File: src/rtl/exception_unit.sv
// Commit-point exception/ERET arbiter: prioritises events, pulses CP0 update and flush,
// then holds a fetch redirect until acknowledged. Optional macro: EXC_TLB_REFILL_VEC_EN.
module exception_unit (
  input  logic        clk,
  input  logic        rst,
  input  logic        commit_valid,
  input  logic [31:0] commit_pc,
  input  logic        commit_bd,
  input  logic [10:0] commit_exc,
  input  logic        commit_store,
  input  logic        commit_eret,
`ifdef EXC_TLB_REFILL_VEC_EN
  input  logic        mem_tlb_refill,
`endif
  input  logic [31:0] mem_vaddr,
  input  logic [7:0]  interrupt_flag,
  input  logic        allow_interrupt,
  input  logic        exl_set,
  input  logic        use_special_iv,
  input  logic        use_bootstrap_iv,
  input  logic [31:0] ebase_address,
  input  logic [31:0] epc_address,
  input  logic        redirect_ack,
  output logic        exp_en,
  output logic        exp_bd,
  output logic        exp_badvaddr_en,
  output logic        exl_clean,
  output logic [4:0]  exp_code,
  output logic [31:0] exp_epc,
  output logic [31:0] exp_badvaddr,
  output logic        flush,
  output logic        redirect_valid,
  output logic [31:0] redirect_pc,
  output logic        busy
);

  localparam logic [0:0] IDLE     = 1'b0;
  localparam logic [0:0] REDIRECT = 1'b1;

  logic [0:0]  state;
  logic        intr;
  logic        ev;
  logic        is_eret;
  logic        fetch_fault;
  logic        data_fault;
  logic        refill;
  logic [4:0]  code;
  logic [31:0] vec_base;
  logic [31:0] vec_off;
  logic [31:0] epc_calc;

  assign intr = allow_interrupt & (|interrupt_flag);

  always_comb begin
    ev          = 1'b1;
    is_eret     = 1'b0;
    fetch_fault = 1'b0;
    data_fault  = 1'b0;
    refill      = 1'b0;
    code        = 5'd0;
    if (intr) begin
      code = 5'd0;
    end else if (commit_exc[0]) begin
      code = 5'd4; fetch_fault = 1'b1;
    end else if (commit_exc[1] | commit_exc[2]) begin
      code = 5'd2; fetch_fault = 1'b1; refill = commit_exc[1];
    end else if (commit_exc[3]) begin
      code = 5'd10;
    end else if (commit_exc[4]) begin
      code = 5'd11;
    end else if (commit_exc[5]) begin
      code = 5'd12;
    end else if (commit_exc[6]) begin
      code = 5'd8;
    end else if (commit_exc[7]) begin
      code = 5'd9;
    end else if (commit_exc[8]) begin
      code = 5'd4; data_fault = 1'b1;
    end else if (commit_exc[9]) begin
      code = 5'd5; data_fault = 1'b1;
    end else if (commit_exc[10]) begin
      code = commit_store ? 5'd3 : 5'd2; data_fault = 1'b1;
`ifdef EXC_TLB_REFILL_VEC_EN
      refill = mem_tlb_refill;
`endif
    end else if (commit_eret) begin
      is_eret = 1'b1;
    end else begin
      ev = 1'b0;
    end
  end

  // Refill only gets its own vector when the feature is built in; otherwise it shares 0x180.
  always_comb begin
    vec_base = use_bootstrap_iv ? 32'hBFC0_0200 : ebase_address;
    vec_off  = 32'h0000_0180;
    if (intr && use_special_iv)
      vec_off = 32'h0000_0200;
`ifdef EXC_TLB_REFILL_VEC_EN
    else if (refill && !exl_set)
      vec_off = 32'h0000_0000;
`endif
    epc_calc = commit_bd ? (commit_pc - 32'd4) : commit_pc;
  end

  always_ff @(posedge clk) begin
    if (rst) begin
      state           <= IDLE;
      exp_en          <= 1'b0;
      flush           <= 1'b0;
      exl_clean       <= 1'b0;
      exp_badvaddr_en <= 1'b0;
      exp_bd          <= 1'b0;
      exp_code        <= '0;
      exp_epc         <= '0;
      exp_badvaddr    <= '0;
      redirect_pc     <= '0;
    end else begin
      exp_en          <= 1'b0;
      flush           <= 1'b0;
      exl_clean       <= 1'b0;
      exp_badvaddr_en <= 1'b0;
      case (state)
        IDLE: begin
          if (commit_valid && ev) begin
            state           <= REDIRECT;
            exp_en          <= 1'b1;
            flush           <= 1'b1;
            exl_clean       <= is_eret;
            exp_code        <= code;
            exp_bd          <= is_eret ? 1'b0 : commit_bd;
            exp_epc         <= is_eret ? epc_address : epc_calc;
            exp_badvaddr_en <= fetch_fault | data_fault;
            exp_badvaddr    <= fetch_fault ? commit_pc : mem_vaddr;
            redirect_pc     <= is_eret ? epc_address : (vec_base + vec_off);
          end
        end
        default: begin
          if (redirect_ack)
            state <= IDLE;
        end
      endcase
    end
  end

  assign redirect_valid = (state == REDIRECT);
  assign busy           = (state == REDIRECT);

endmodule

File: config.mk
export PLATFORM = sky130hd
export DESIGN_NAME = exception_unit
export DESIGN_NICKNAME = d
export VERILOG_FILES = /design/src/rtl/exception_unit.sv
export SDC_FILE = /design/constraint.sdc
export NUM_CORES = 1
export LEC_CHECK = 0
export ABC_AREA = 1
export ABC_CLOCK_PERIOD_IN_PS = 3650
export CAP_MARGIN = 10
export CORE_ASPECT_RATIO = 2
export CORE_MARGIN = 2
export CORE_UTILIZATION = 45
export CTS_CLUSTER_DIAMETER = 100
export DETAILED_ROUTE_END_ITERATION = 7
export GPL_TIMING_DRIVEN = 1
export PLACE_DENSITY = 0.85
export REMOVE_ABC_BUFFERS = 1
export SETUP_SLACK_MARGIN = 0.3
export SLEW_MARGIN = 20
export SYNTH_ARGS = -nofsm -noshare
export SYNTH_HDL_FRONTEND = slang
export SYNTH_SLANG_ARGS = --single-unit
File: constraint.sdc
create_clock -name clk -period 3.65 [get_ports clk]
set_input_delay 0.365 -clock clk [delete_from_list [all_inputs] [get_ports clk]]
set_output_delay 0.365 -clock clk [all_outputs]
set_load 0.01 [all_outputs]
; Word level (Yosys, flattened, before mapping)
; Cells that the tools add are included.
; Widths: inputs -> output; s select.
[classes]
n_addsub = 2
mux = 59
bitwise = 5
n_reduce_logical = 6
[op_table]
columns = op, n
row1 = $mux 32, 5
row2 = $mux 1, 42
row3 = $add 32x32->32, 1
row4 = $mux 4, 8
row5 = $sub 32x3->32 const B, 1
row6 = $mux 10, 1
row7 = $reduce_or 8->1, 1
row8 = $mux 3, 2
row9 = $reduce_or 3->1, 1
row10 = $logic_and 1x1->1, 2
row11 = $mux 2, 1
row12 = $not 1->1, 2
row13 = $or 1x1->1, 2
row14 = $reduce_and 2->1, 1
row15 = $reduce_or 2->1, 1
row16 = $and 1x1->1, 1
[word_totals]
register_bits = 106
inputBits = 158
output_inout_bits = 108
elab_cells = 81

; Longest topological paths before layout
[depth]
word_depth = 15
depth_mapped = 18

; Least setup slack after synthesis
; No wires, ideal clock.
[synth_path]
path_kind = input -> register
from = input port interrupt_flag[0]
to = register redirect_pc[11]
setup_ps = 70
arrival_time_ps = 1818
t_required_ps = 3580
slack_ps = 1762
path_stages = 15
n_path_buf = 1
path_cell_list = inv_1 nand2_1 nor2_1 nand2_2 nand3_2 nand2_1 nand2_1 inv_1 ha_1 a21oi_2 o21ai_4 buf_6 a21oi_1 o21ai_0 a21oi_1
[synth_via]
elab_chain_len = 6
[synth_lines]
columns = item, line
row1 = from (decl), 16  ; input logic [7:0] interrupt_flag,
row2 = $reduce_or 8->1 *, 52  ; assign intr = allow_interrupt & (|interrupt_flag);
row3 = $and 1x1->1 *, 52
row4 = $logic_and 1x1->1, 97  ; if (intr && use_special_iv)
row5 = $mux 10, 97
row6 = $add 32x32->32, 135  ; redirect_pc <= is_eret ? epc_address : (vec_base + vec_off);
row7 = $mux 32, 135
row8 = to (signal assigned), 135
row9 = to (decl), 33  ; output logic [31:0] redirect_pc,
; Every way passes the cells marked *; elsewhere a longest branch is shown, timed or not.
; A chain may end at the register's enable or synchronous reset.

; Final worst setup path
[layout_path]
from = input port interrupt_flag[4]
to = register exp_epc[21]
[layout_via]
elab_chain_len = 5
[layout_lines]
columns = item, line
row1 = $reduce_or 8->1 *, 52
row2 = $and 1x1->1 *, 52
row3 = $mux 1, 61  ; if (intr) begin
row4 = $logic_and 1x1->1, 125  ; if (commit_valid && ev) begin
row5 = $reduce_and 2->1 (no source line), --
row6 = to (signal assigned), 132  ; exp_epc <= is_eret ? epc_address : epc_calc;
row7 = to (decl), 29  ; output logic [31:0] exp_epc,
; Marks and branches as above.

==> impl_metrics.toml <==
[logic_synthesis]
synth-seq-cells = 105
synthSimpleGateAreaFrac = 0.2924
synth.area.top_cells = "dfxtp_1, nand2_1, o21ai_0"
synthFlopType = "dfxtp_1"
synth_xor_area_frac = 0.03879
synth_edf_count = 0
syn-instance-count = 909
yosys.area.top_type_share = 0.3448
synthMuxAreaShare = 0
yosysSeqAreaShare = 0.3448
async_reset_ff_frac = 0
synth_top_family_by_area = "simple AND/OR/NAND/NOR gates"
synth_cell_type_count = 45
ys_warn_count = 0
synth-adder-area-share = 0.004104
syn_area_um2 = 6097
syn_area_per_cell_um2 = 6.707
synth_compound_area_frac = 0.2177
yosys.area.top_type = "dfxtp_1"

[floorplan]
chipWidth_um = 86.31
coreArea_um2 = 13360
start_util = 0.4563
die_h_um = 168.6
io_pins = 266
row_count = 60
die_area_um2 = 14550

[placement]
post-place-ws_ps = 816.5
io_buffer_count = 263
dpl.hpwl_um = 16860
gp_congestion = 0.9579

[clocking]
cts_resized = 0
ctsHoldBuffers = 0
clk_latency_ps = 350
cts_buffer_depth = 2
cts_root_buffer = "clkbuf_16"
cts.clk_slew.worst_paths_ps = 80
post-cts-setup-buffer-count = 0
cts_tree = "done"
cts_buffers = 9
htree_num_levels = 3
clock_sinks = 105

[power_and_ir_drop]
fin_total_pwr_mw = 3.105
vdd_drop_max_mv = 0.2489
p_seq_frac = 0.415
p_sw_mw = 0.9403
sw_frac_of_total = 0.3028
power_density_nw_per_um2 = 344.0
pwr-share-comb = 0.269
p_int_mw = 2.165
p_leak_nw = 3.709
p_clk_frac = 0.315

[finish]
drive_gt1_frac = 0.05970
final_cell_mix = "clkdlybuf4s50_1, nand2_1, o21ai_0, dfxtp_1, a21oi_1"
fin_nets = 1294
syn_to_final_growth_pct = 48.08
diodes = 0
final_common_cell = "clkdlybuf4s50_1"
final_util = 0.6757

[outcome]
outcome = "completed"

[critical_path]
r2r_end = "exp_epc[21]"
critPathCapture = "exp_epc[21]"
startpoint_type = "primary input"
reg2regPathDepth = 4
critPathKind = "primary input to register"
required_ps = 3870
r2r_start = "busy"
rrSetupSlack_ps = 1790
crit_start = "interrupt_flag[4]"
critPathCaptureType = "register"
worstPathArrival_ps = 2800
cp_max_fo = 34

[worst_hold_path]
holdCritStartpoint = "exp_code[2]"
hold_path.class = "register to register"

[route]
drtAntennaViolNets = 0
drcViolationCount = 0
firstDrtPassIters = 6
wl_per_cell_um = 17.77
routed_wl_um = 22990
num_vias = 7297
drtIter0Drc = 489
viasPerCell = 5.639

[sta]
fin_skew_ps = 9.332
rsz0062_at_grt = "no"
final.setup.worst_slack_ps = 1076
setup_viol = 0
fmax_mhz = 388.5
period_share = 0.7052
period_needed_ps = 2574
timing.setup.tns_ps = 0
timing.slew.headroom = 0.4445
worst_slew_pin_slew_ps = 833.2
slew_violations = 0
final_hold_viol_count = 0

[global_routing]
grt_max_degree = 137
track_usage = 0.3089
overflow = 0
grt_pass1_wl_um = 35580
grt_antenna_before_repair = 0
grt_pass1_vias = 7114

[flow_run]
maxCapViolCount = 0
[power groups by stage]
stage	clock (mW)	sequential (mW)	combinational [mW]
2_1_floorplan	0	1.36	0.283
3_3_place_gp	0	1.31	0.816
3_5_place_dp	0	1.31	0.828
4_1_cts	0.999	1.29	0.834
5_1_grt	1.04	1.30	0.901
6_report	0.979	1.29	0.837
[area by class of cell]
cell class	instances	area, um2
Clock buffer	10	239.0
Clock inverter	6	56.30
Fill cell	1163	4334
Inverter	88	335.3
Multi-Input combinational cell	660	3392
Sequential cell	105	2102
Tap cell	155	193.9
Timing Repair Buffer	270	2710
[sequential cells by signal (all words and copies together), names as in the netlist]
| signal | flops |
|---|---|
| exp_badvaddr | 32 |
| exp_epc | 32 |
| redirect_pc | 32 |
| exp_code | 4 |
| busy | 1 |
| exl_clean | 1 |
| exp_badvaddr_en | 1 |
| exp_bd | 1 |
| flush | 1 |
[worst max-delay path, cell delays in order]
cell and delay [ps]:
clkdlybuf4s50_1 450, inv_1 40, nand2_1 50, nor2_1 60, nand2_2 100, nand2_1 180, nand3_1 130, nand2_1 90
nor2_4 130, clkinv_2 520, a21oi_1 530, a21oi_1 140
[synth_stat cells (2+ instances only)]
cell,n
inv_2,4
nand2_1,158
nor4_1,4
nor2_2,12
buf_4,8
buf_2,10
dfxtp_1,105
nor3b_1,2
nand4_2,2
inv_1,81
o211ai_1,2
nor2_1,68
nand4_1,12
nor3_2,5
buf_6,4
nand2_2,3
nor3_1,13
or2_2,3
clkinv_2,2
nor2_4,2
xnor2_1,10
nand3_1,90
xor2_1,17
a31oi_1,37
clkbuf_1,33
a21oi_1,92
ha_1,2
nand3_2,2
o21ai_0,110
[layer usage]
metal  track usage  share of wire  up-vias
li1              -              -     3507
met1        0.3368           0.35     3337
met2        0.5629           0.53      364
met3       0.03657          0.062       89
met4        0.1719          0.058        0
met5             0              0        -
[through the flow]
stage	hold WS, ps	instances	area [um2]
after floorplan	437.4	853	5813
after global placement	465.1	1278	8733
after detailed placement	480.6	1278	8733
after CTS	496.2	1294	9029
after global routing	525.8	1294	9029
final	491.3	1294	9029
[worst min path at each step]
stage | to | slack (ps) | cells after the start
final | exp_code[2] | 490 | 2
after global routing | exp_code[0] | 530 | 2
after CTS | exp_bd | 500 | 2
after detailed placement | exp_code[2] | 480 | 2
after global placement | exp_code[3] | 470 | 2
after floorplan | exp_code[1] | 440 | 1
[logic make-up after synthesis]
logic type	Yosys count
other	1
and+or+nand+nor	382
adders and majority gates	2
xor gates and xnor gates	27
AOI/OAI and AO/OA	248
buffers and inverters	144
DFF	105
Power figures use the tool's default switching activity.
